--- src/rtl/iob_plic_claimer.sv ---
// iob_plic_claimer: hardware stand-in for a CPU interrupt service routine.
// It serves one PLIC target. On irq it reads the claim register, passes the
// claimed ID to a local handler, waits for done, then writes the ID back to
// complete the interrupt. A claim that returns ID 0 is counted as spurious.
module iob_plic_claimer #(
  parameter int          ADDR_W       = 16,
  parameter int          DATA_W       = 32,
  parameter int          ID_W         = 6,
  parameter int unsigned CLAIM_ADDR   = 0,
  parameter int          GUARD_CYCLES = 2,
  parameter int          CNT_W        = 8
) (
  input  logic                clk_i,
  input  logic                arst_i,
  input  logic                en_i,
  input  logic                irq_i,
  output logic                iob_avalid_o,
  output logic [ADDR_W-1:0]   iob_addr_o,
  output logic [DATA_W-1:0]   iob_wdata_o,
  output logic [DATA_W/8-1:0] iob_wstrb_o,
  input  logic                iob_ready_i,
  input  logic                iob_rvalid_i,
  input  logic [DATA_W-1:0]   iob_rdata_i,
  output logic                id_valid_o,
  output logic [ID_W-1:0]     id_o,
  input  logic                id_ready_i,
  input  logic                done_i,
  output logic                busy_o,
  output logic [CNT_W-1:0]    spurious_o
);

  // A guard of zero cycles still needs one cycle in GUARD to leave it.
  localparam int GUARD_LEN = (GUARD_CYCLES < 1) ? 1 : GUARD_CYCLES;
  localparam int GCNT_W    = (GUARD_LEN < 2) ? 1 : $clog2(GUARD_LEN);
  localparam logic [GCNT_W-1:0] GUARD_LAST = GCNT_W'(GUARD_LEN - 1);
  localparam logic [ADDR_W-1:0] CLAIM_A    = ADDR_W'(CLAIM_ADDR);

  typedef enum logic [2:0] {
    S_IDLE     = 3'd0,
    S_RD_REQ   = 3'd1,
    S_RD_WAIT  = 3'd2,
    S_DISPATCH = 3'd3,
    S_SERVICE  = 3'd4,
    S_WR_REQ   = 3'd5,
    S_GUARD    = 3'd6
  } state_t;

  state_t            state_reg;
  state_t            state_next;
  logic [ID_W-1:0]   id_reg;
  logic [CNT_W-1:0]  spur_reg;
  logic [GCNT_W-1:0] guard_cnt_reg;
  logic              claim_zero;
  logic              guard_done;
  logic              unused_rdata;

  assign claim_zero = (iob_rdata_i[ID_W-1:0] == '0);
  assign guard_done = (guard_cnt_reg == GUARD_LAST);

  // Only the ID field of the claim word is meaningful.
  assign unused_rdata = ^iob_rdata_i[DATA_W-1:ID_W];

  // State register; reset aborts any sequence without issuing a complete.
  always_ff @(posedge clk_i or posedge arst_i) begin
    if (arst_i) begin
      state_reg <= S_IDLE;
    end else begin
      state_reg <= state_next;
    end
  end

  // Next-state logic.
  always_comb begin
    state_next = state_reg;
    case (state_reg)
      S_IDLE:     if (en_i && irq_i) state_next = S_RD_REQ;
      S_RD_REQ:   if (iob_ready_i) state_next = S_RD_WAIT;
      S_RD_WAIT:  if (iob_rvalid_i) state_next = claim_zero ? S_GUARD : S_DISPATCH;
      S_DISPATCH: if (id_ready_i) state_next = done_i ? S_WR_REQ : S_SERVICE;
      S_SERVICE:  if (done_i) state_next = S_WR_REQ;
      S_WR_REQ:   if (iob_ready_i) state_next = S_GUARD;
      S_GUARD:    if (guard_done) state_next = S_IDLE;
      default:    state_next = S_IDLE;
    endcase
  end

  // Claimed ID, saturating spurious counter and guard timer.
  always_ff @(posedge clk_i or posedge arst_i) begin
    if (arst_i) begin
      id_reg        <= '0;
      spur_reg      <= '0;
      guard_cnt_reg <= '0;
    end else begin
      if (state_reg == S_RD_WAIT && iob_rvalid_i) begin
        id_reg <= iob_rdata_i[ID_W-1:0];
        if (claim_zero && spur_reg != {CNT_W{1'b1}}) begin
          spur_reg <= spur_reg + 1'b1;
        end
      end
      if (state_reg != S_GUARD) begin
        guard_cnt_reg <= '0;
      end else if (!guard_done) begin
        guard_cnt_reg <= guard_cnt_reg + 1'b1;
      end
    end
  end

  // Bus and handler outputs decoded from the current state.
  always_comb begin
    iob_avalid_o = 1'b0;
    iob_addr_o   = '0;
    iob_wdata_o  = '0;
    iob_wstrb_o  = '0;
    id_valid_o   = 1'b0;
    case (state_reg)
      S_RD_REQ: begin
        iob_avalid_o = 1'b1;
        iob_addr_o   = CLAIM_A;
      end
      S_WR_REQ: begin
        iob_avalid_o = 1'b1;
        iob_addr_o   = CLAIM_A;
        iob_wdata_o  = DATA_W'(id_reg);
        iob_wstrb_o  = '1;
      end
      S_DISPATCH: id_valid_o = 1'b1;
      default: ;
    endcase
  end

  assign busy_o     = (state_reg != S_IDLE);
  assign id_o       = id_reg;
  assign spurious_o = spur_reg;

endmodule
--- config.mk ---
export PLATFORM = sky130hd
export DESIGN_NAME = iob_plic_claimer
export DESIGN_NICKNAME = d
export VERILOG_FILES = /design/src/rtl/iob_plic_claimer.sv
export SDC_FILE = /design/constraint.sdc
export NUM_CORES = 1
export LEC_CHECK = 0
export CAP_MARGIN = 20
export CORE_UTILIZATION = 33
export DETAILED_ROUTE_END_ITERATION = 6
export PLACE_DENSITY = 0.9
export SLEW_MARGIN = 10
export SYNTH_ARGS = -nofsm -noshare
export SYNTH_HDL_FRONTEND = slang
export SYNTH_SLANG_ARGS = --single-unit
--- constraint.sdc ---
create_clock -name clk_i -period 2.4 [get_ports clk_i]
set_input_delay 0.72 -clock clk_i [delete_from_list [all_inputs] [get_ports clk_i]]
set_output_delay 0.72 -clock clk_i [all_outputs]
set_load 0.01 [all_outputs]
==> results of run 1 <==
cells in the final DEF (no fill, tap or decap), types with 2 or more instances in the layout:
cell / netlist / routed
sky130_fd_sc_hd__nand3_1: 3 / 3
sky130_fd_sc_hd__dfrtp_1: 18 / 18
sky130_fd_sc_hd__and3_1: 3 / 3
sky130_fd_sc_hd__xor2_1: 7 / 7
sky130_fd_sc_hd__clkdlybuf4s50_1: 0 / 29
sky130_fd_sc_hd__conb_1: 1 / 42
sky130_fd_sc_hd__buf_4: 46 / 12
sky130_fd_sc_hd__and2_1: 6 / 6
sky130_fd_sc_hd__mux2_2: 8 / 8
sky130_fd_sc_hd__nor2_1: 7 / 7
sky130_fd_sc_hd__a21oi_1: 2 / 2
sky130_fd_sc_hd__dlygate4sd2_1: 0 / 4
sky130_fd_sc_hd__inv_1: 3 / 2
sky130_fd_sc_hd__a31o_2: 2 / 2
sky130_fd_sc_hd__nand2_1: 4 / 4
sky130_fd_sc_hd__clkbuf_8: 0 / 3
sky130_fd_sc_hd__dlymetal6s2s_1: 0 / 7
sky130_fd_sc_hd__nor4_1: 3 / 3
repair_timing:
action,4_1_cts,5_1_grt
setup buffers,3,1
resized for setup,4,9
setup endpoints to repair,6,7
worst register-to-register path, cell delays in order, from the launching register on:
cell and delay, ns:
sky130_fd_sc_hd__dfrtp_1 0.38, sky130_fd_sc_hd__buf_4 0.17, sky130_fd_sc_hd__and4bb_1 0.34, sky130_fd_sc_hd__nand4_4 0.14, sky130_fd_sc_hd__nor2_1 0.21, sky130_fd_sc_hd__mux2_2 0.35
power breakdown:
part / internal (mW) / switching (mW) / leakage [nW]
clock network: 0.111 / 0.0906 / 0.0216
logic: 0.445 / 0.341 / 0.724
registers: 0.392 / 0.0586 / 0.233
total: 0.948 / 0.490 / 0.979
Yosys cell counts, types with 2 or more instances:
master and count:
sky130_fd_sc_hd__buf_4 46, sky130_fd_sc_hd__dfrtp_1 18, sky130_fd_sc_hd__mux2_2 8, sky130_fd_sc_hd__nor2_1 7, sky130_fd_sc_hd__xor2_1 7, sky130_fd_sc_hd__and2_1 6, sky130_fd_sc_hd__nand2_1 4, sky130_fd_sc_hd__and3_1 3
sky130_fd_sc_hd__inv_1 3, sky130_fd_sc_hd__nand3_1 3, sky130_fd_sc_hd__nor4_1 3, sky130_fd_sc_hd__a21oi_1 2, sky130_fd_sc_hd__a31o_2 2, sky130_fd_sc_hd__nor3_1 2
worst paths after layout:
path / from / cells past startpoint / slack [ns] / endpoint
setup reg to reg: state_reg[2] / 5 / 0.69 / spurious_o[1]
min in group asynchronous: arst_i / 3 / 0.78 / spurious_o[6]
hold reg to reg: spurious_o[7] / 1 / 0.50 / spurious_o[7]
setup / recovery: state_reg[0] / 7 / 0.08 / iob_wdata_o[1]
hold / removal: spurious_o[7] / 1 / 0.50 / spurious_o[7]
max in group asynchronous: arst_i / 3 / 1.42 / state_reg[2]
cell type report:
class                           count  area share
Multi-Input combinational cell    106       0.377
Inverter                            3     0.00646
Tap cell                           48      0.0345
Timing Repair Buffer               53       0.300
Clock buffer                        3      0.0237
Sequential cell                    18       0.258
through the flow:
step | total power [mW] | std cells
floorplan | 0.930 | 175
global route | 1.55 | 231
CTS | 1.45 | 230
detailed placement | 1.22 | 224
finish | 1.44 | 231
global placement | 1.20 | 224
per-layer routing:
metal	global-route usage	vias up
met4	0.0408	0
met2	0.227	39
li1	-	472
met3	0.0156	2
met5	0	-
met1	0.128	446
cell families (layout without fill, tap and decap cells):
| kind of cell | count (synthesis) | in the layout | share of synthesized area |
|---|---|---|---|
| buffers and inverters | 51 | 59 | 0.282 |
| XOR/XNOR | 7 | 7 | 0.0464 |
| other | 1 | 42 | 0.00284 |
| multiplexers | 9 | 9 | 0.0758 |
| AND/OR/NAND/NOR | 38 | 38 | 0.193 |
| AO/OA/AOI/OAI | 9 | 9 | 0.0493 |
| flip-flops | 18 | 18 | 0.341 |
| adder cells (fa/ha/maj) | 1 | 1 | 0.00948 |
==> qor.yml, run 1 <==
grt:
  global_route_wire_length_before_repair_mm: 3.83
  largest_net_degree_at_the_start_of_global_routing: 19
  grt.total_usage: 0.117
  grt_antenna_before_repair: 0
  first_global_vias: 856
  grt_overflow_total: 0
power_and_ir_drop:
  power_per_cell_area_nw_per_um2: 825
  power.leakage_nw: 0.979
  max-vdd-ir-drop_v: 0.000204
clock_network:
  clock_latency_reported_for_the_late_side_of_the_worst_skew_pair_ns: 0.24
  htree_num_levels: 1
  clkSlewWorstSetupHoldPaths_ns: 0.06
  cts.hold.buffers_added: 0
  cts-buffers-inserted: 3
  cts_root_buf: "sky130_fd_sc_hd__clkbuf_8"
  numClockSinks: 18
  clockBufferDepth: 2
  tritoncts_clock_tree: "yes"
critical_path:
  critical_path_arrival_ns: 1.60
  crit_top_cell: "sky130_fd_sc_hd__buf_4"
  crit_path_end_kind: "primary output"
  worst_path_maximum_fanout: 6
  critical_path.cell_chain: "inv_1, nor3_2, buf_4, buf_4, buf_4, and2_1, dlygate4sd2_1"
  critical_path_buf_inv_count: 5
  worstPathRequired_ns: 1.68
  slowest_delay_ns: 0.39
  critPathKind: "reg -> out"
  critical_path.slowest_cell: "sky130_fd_sc_hd__dfrtp_1"
  setup.worst_path.start_class: "flip-flop"
  cp_top_family: "buffers and inverters"
floorplanning:
  floorplan.core_area_um2: 3740
  floorplan.rows: 22
  die_h_um: 65.2
  io_pins: 109
  start_util: 0.353
  die_area_um2: 4260
  dieWidth_um: 65.2
cells_and_area:
  largest_register_ffs: 8
  final_layout_size_suffix_gt1_frac: 0.169
  fillerInstances: 378
  multi_input_area_um2: 657
  diodes: 0
  design.final.nets: 226
  final_cell_area_um2: 1740
  areaGrowthSynthToFinish_pct: 32.0
  register_area_um2: 450
  postLayoutCoreUtil: 0.466
drt:
  route.met2.wl_mm: 1.37
  number_of_nets_with_antenna_violations_after_routing: 0
  drt_first_pass_iters: 4
  num_vias: 959
  routed_wirelength_mm: 2.50
  maxUsedRoutingLayer: "met4"
  drtIter0Drc: 17
  via_per_inst: 4.15
  route.layer.met1.wl_um: 992
  drt_drc_violations_left: 0
  met3_length_um: 108
  post_drt_wl_per_cell_um: 10.8
logic_synthesis:
  yosys-top-cells-area: "sky130_fd_sc_hd__dfrtp_1, sky130_fd_sc_hd__buf_4, sky130_fd_sc_hd__mux2_2"
  synth_cell_type_count: 34
  cell_type_contributing_the_most_total_cell_area_after_synthesis: "sky130_fd_sc_hd__dfrtp_1"
  synth.yosys.warnings: 0
  synth_seq_cells: 18
  yosysTopAreaCellShare: 0.341
  sequential_fraction_of_the_synthesis_area: 0.341
  share_of_async_settable_or_async_resettable_flops_after_synthesis: 1.00
  synth.cell_area_um2: 1320
  synth-edff-count: 0
  netlist_instances: 134
  ys_dominant_reg_cell: "sky130_fd_sc_hd__dfrtp_1"
  syn-mean-instance-area_um2: 9.85
sta:
  min_period_ns: 2.32
  setup_slack_after_layout_ns: 0.0754
  finalSetupViolations: 0
  clock.fmax_ghz: 0.430
  timing.final.hold_violations: 0
  fin_worst_skew_ns: 0.00239
  slew-limit-headroom: 0.621
  hold_slack_ns: 0.503
  actual_transition_at_the_worst_max_transition_pin_ns: 0.554
  fin_setup_tns_ns: 0
  report.final.slew_viol_count: 0
  final_min_period_over_clock_period: 0.969
  rsz_0062_raised_after_global_routing: "no"
placement:
  port_buffers: 40
  dp.final_hpwl_mm: 1.99
  gp_congestion: 0.776
  preCtsSetupSlack_ns: 0.0653
  placement.cell_area_um2: 1640
hold_path:
  timing.hold.worst.class: "reg -> reg"
flow_run:
  drv.max_cap_violation_count: 0
outcome:
  run_status: "finished clean"
Note: power is estimated with default switching activity, not from simulation.
==> inputs of run 2 (changes only) <==
- PLACE_DENSITY: 0.9 -> 0.82
==> run 2 against run 1 <==
Compared with the run above:
- global-route usage down 0.35 points
- clock skew about the same
- critical path depth down 4
- clock power about the same
- total power up 0.39%
- critical path type unchanged
- largest power group unchanged
- highest routed layer unchanged
==> qor.yml, run 2 (same netlist as run 1, synthesis figures left out) <==
outcome:
  run_status: "finished clean"  # unchanged
hold_path:
  timing.hold.worst.class: "reg -> reg"  # unchanged
  hold_path.startpoint: "spurious_o[7]"  # unchanged
  min_delay_worst_endpoint: "spurious_o[7]"  # unchanged
  holdPathStages: 1  # unchanged
power_and_ir_drop:
  max-vdd-ir-drop_v: 0.000249  # was 0.000204 V
  power.leakage_nw: 0.993  # was 0.979 nW
  power_per_cell_area_nw_per_um2: 834  # was 825 nW/µm²
drt:
  drtIter0Drc: 29  # was 17
  via_per_inst: 4.17  # was 4.15
  routed_wirelength_mm: 2.49  # was 2.50 mm
  number_of_nets_with_antenna_violations_after_routing: 0  # unchanged
  drt_first_pass_iters: 2  # was 4
  drt_drc_violations_left: 0  # unchanged
  num_vias: 958  # was 959
  post_drt_wl_per_cell_um: 10.8  # about the same
cells_and_area:
  design.final.nets: 225  # was 226
  final_cell_mix: "sky130_fd_sc_hd__conb_1, sky130_fd_sc_hd__clkdlybuf4s50_1, sky130_fd_sc_hd__dfrtp_1"  # unchanged
  areaGrowthSynthToFinish_pct: 31.2  # was 32.0%
  layout_commonest_cell: "sky130_fd_sc_hd__conb_1"  # unchanged
  postLayoutCoreUtil: 0.463  # was 0.466
  largest_register_ffs: 8  # unchanged
  final_layout_size_suffix_gt1_frac: 0.159  # was 0.169
  diodes: 0  # unchanged
  final_cell_area_um2: 1730  # was 1740 µm²
critical_path:
  critical_path_buf_inv_count: 2  # was 5
  critical_path.cell_chain: "nor3_2, buf_4, clkdlybuf4s50_1"  # was inv_1, nor3_2, buf_4, buf_4, buf_4, and2_1, dlygate4sd2_1
  critPathKind: "reg -> out"  # unchanged
  crit_path_end_kind: "primary output"  # unchanged
  worst_path_maximum_fanout: 3  # was 6
  cp_top_family: "buffers and inverters"  # unchanged
  critical_path_arrival_ns: 1.55  # was 1.60 ns
  crit-reg2reg-launch: "state_reg[2]"  # unchanged
  slowest_delay_ns: 0.52  # was 0.39 ns
  setup.worst_path.start_class: "flip-flop"  # unchanged
  worstPathRequired_ns: 1.68  # about the same
  worst_reg2reg_path_length_in_cells: 5  # unchanged
  crit-reg2reg-capture: "spurious_o[1]"  # unchanged
  critical_path.slowest_cell: "sky130_fd_sc_hd__clkdlybuf4s50_1"  # was sky130_fd_sc_hd__dfrtp_1
  setup.reg_to_reg.worst_slack_ns: 0.70  # was 0.69 ns
flow_run:
  drv.max_cap_violation_count: 0  # unchanged
sta:
  clock.fmax_ghz: 0.440  # was 0.430 GHz
  slew-limit-headroom: 0.618  # was 0.621
  hold_slack_ns: 0.489  # was 0.503 ns
  timing.final.hold_violations: 0  # unchanged
  final_min_period_over_clock_period: 0.947  # was 0.969
  rsz_0062_raised_after_global_routing: "no"  # unchanged
  report.final.slew_viol_count: 0  # unchanged
  fin_worst_skew_ns: 0.00253  # was 0.00239 ns
  min_period_ns: 2.27  # was 2.32 ns
  actual_transition_at_the_worst_max_transition_pin_ns: 0.559  # was 0.554 ns
  fin_setup_tns_ns: 0  # unchanged
  finalSetupViolations: 0  # unchanged
grt:
  grt.total_usage: 0.114  # was 0.117
  grt_overflow_total: 0  # unchanged
  largest_net_degree_at_the_start_of_global_routing: 19  # unchanged
  grt_antenna_before_repair: 0  # unchanged
  global_route_wire_length_before_repair_mm: 3.72  # was 3.83 mm
  first_global_vias: 816  # was 856
floorplanning:
  die_area_um2: 4260  # unchanged
  die_h_um: 65.2  # unchanged
  dieWidth_um: 65.2  # unchanged
  floorplan.rows: 22  # unchanged
  floorplan.core_area_um2: 3740  # unchanged
  io_pins: 109  # unchanged
  start_util: 0.353  # unchanged
clock_network:
  htree_num_levels: 1  # unchanged
  clockBufferDepth: 2  # unchanged
  cts.hold.buffers_added: 0  # unchanged
  clock_latency_reported_for_the_late_side_of_the_worst_skew_pair_ns: 0.25  # was 0.24 ns
  cts_root_buf: "sky130_fd_sc_hd__clkbuf_8"  # unchanged
  tritoncts_clock_tree: "yes"  # unchanged
  numClockSinks: 18  # unchanged
  clkSlewWorstSetupHoldPaths_ns: 0.06  # about the same
  cts-buffers-inserted: 3  # unchanged
placement:
  gp_congestion: 0.856  # was 0.776
  placement.cell_area_um2: 1630  # was 1640 µm²
  port_buffers: 40  # unchanged
  dp.final_hpwl_mm: 1.89  # was 1.99 mm
[run 2: cell types whose count changed in the layout (fill, tap and decap cells not counted), sizes merged]
cell,delta
buf,-1
clkdlybuf4s50,+1
dlymetal6s2s,+2
dlygate4sd2,-3
[run 2: layer usage]
metal / vias up / share of wire / routed length (µm) / global-route usage
li1: 469 / - / - / -
met1: 445 / 0.40 / 1000 / 0.129
met2: 40 / 0.53 / 1330 / 0.214
met3: 4 / 0.051 / 126 / 0.00868
met4: 0 / 0.016 / 39 / 0.0489
met5: - / 0 / 0 / 0
[run 2: report_power, final]
group / leakage (nW) / internal (mW) / switching, mW / total, mW
registers: 0.233 / 0.392 / 0.0542 / 0.446
logic: 0.739 / 0.448 / 0.348 / 0.796
clock network: 0.0216 / 0.111 / 0.0906 / 0.202
total: 0.993 / 0.951 / 0.492 / 1.44
[run 2: worst max-delay path by stage]
stage | end | cells past startpoint | start | slack, ns
finish | iob_wstrb_o[1] | 3 | state_reg[1] | 0.13
CTS | busy_o | 3 | state_reg[1] | 0.01
global placement | spurious_o[1] | 5 | iob_rdata_i[3] | 0.11
floorplan | iob_wdata_o[0] | 3 | state_reg[1] | 0.18
detailed placement | spurious_o[1] | 5 | iob_rdata_i[3] | 0.07
global route | iob_wstrb_o[1] | 4 | state_reg[0] | 0.02
[run 2: metrics by stage]
step | instances | total power, mW | setup slack [ns]
final | 230 | 1.44 | 0.126
after global routing | 230 | 1.55 | 0.0249
after CTS | 228 | 1.45 | 0.0146
after detailed placement | 223 | 1.23 | 0.0711
after global placement | 223 | 1.22 | 0.108
after floorplan | 175 | 0.930 | 0.179
[run 2: cell type report]
cell class | count | area (µm²)
Clock buffer | 3 | 41.3
Tap cell | 48 | 60.1
Timing Repair Buffer | 52 | 512
Inverter | 3 | 11.3
Fill cell | 361 | 2010
Sequential cell | 18 | 450
Multi-Input combinational cell | 106 | 657
[run 2: repair_timing]
| action | 4_1_cts | 5_1_grt |
|---|---|---|
| cloned | 0 | 1 |
| endpoints found under the setup margin | 1 | 9 |
| buffers inserted | 2 | 1 |
| endpoints found under the hold margin | 0 | 0 |
| gates resized for setup | 1 | 12 |
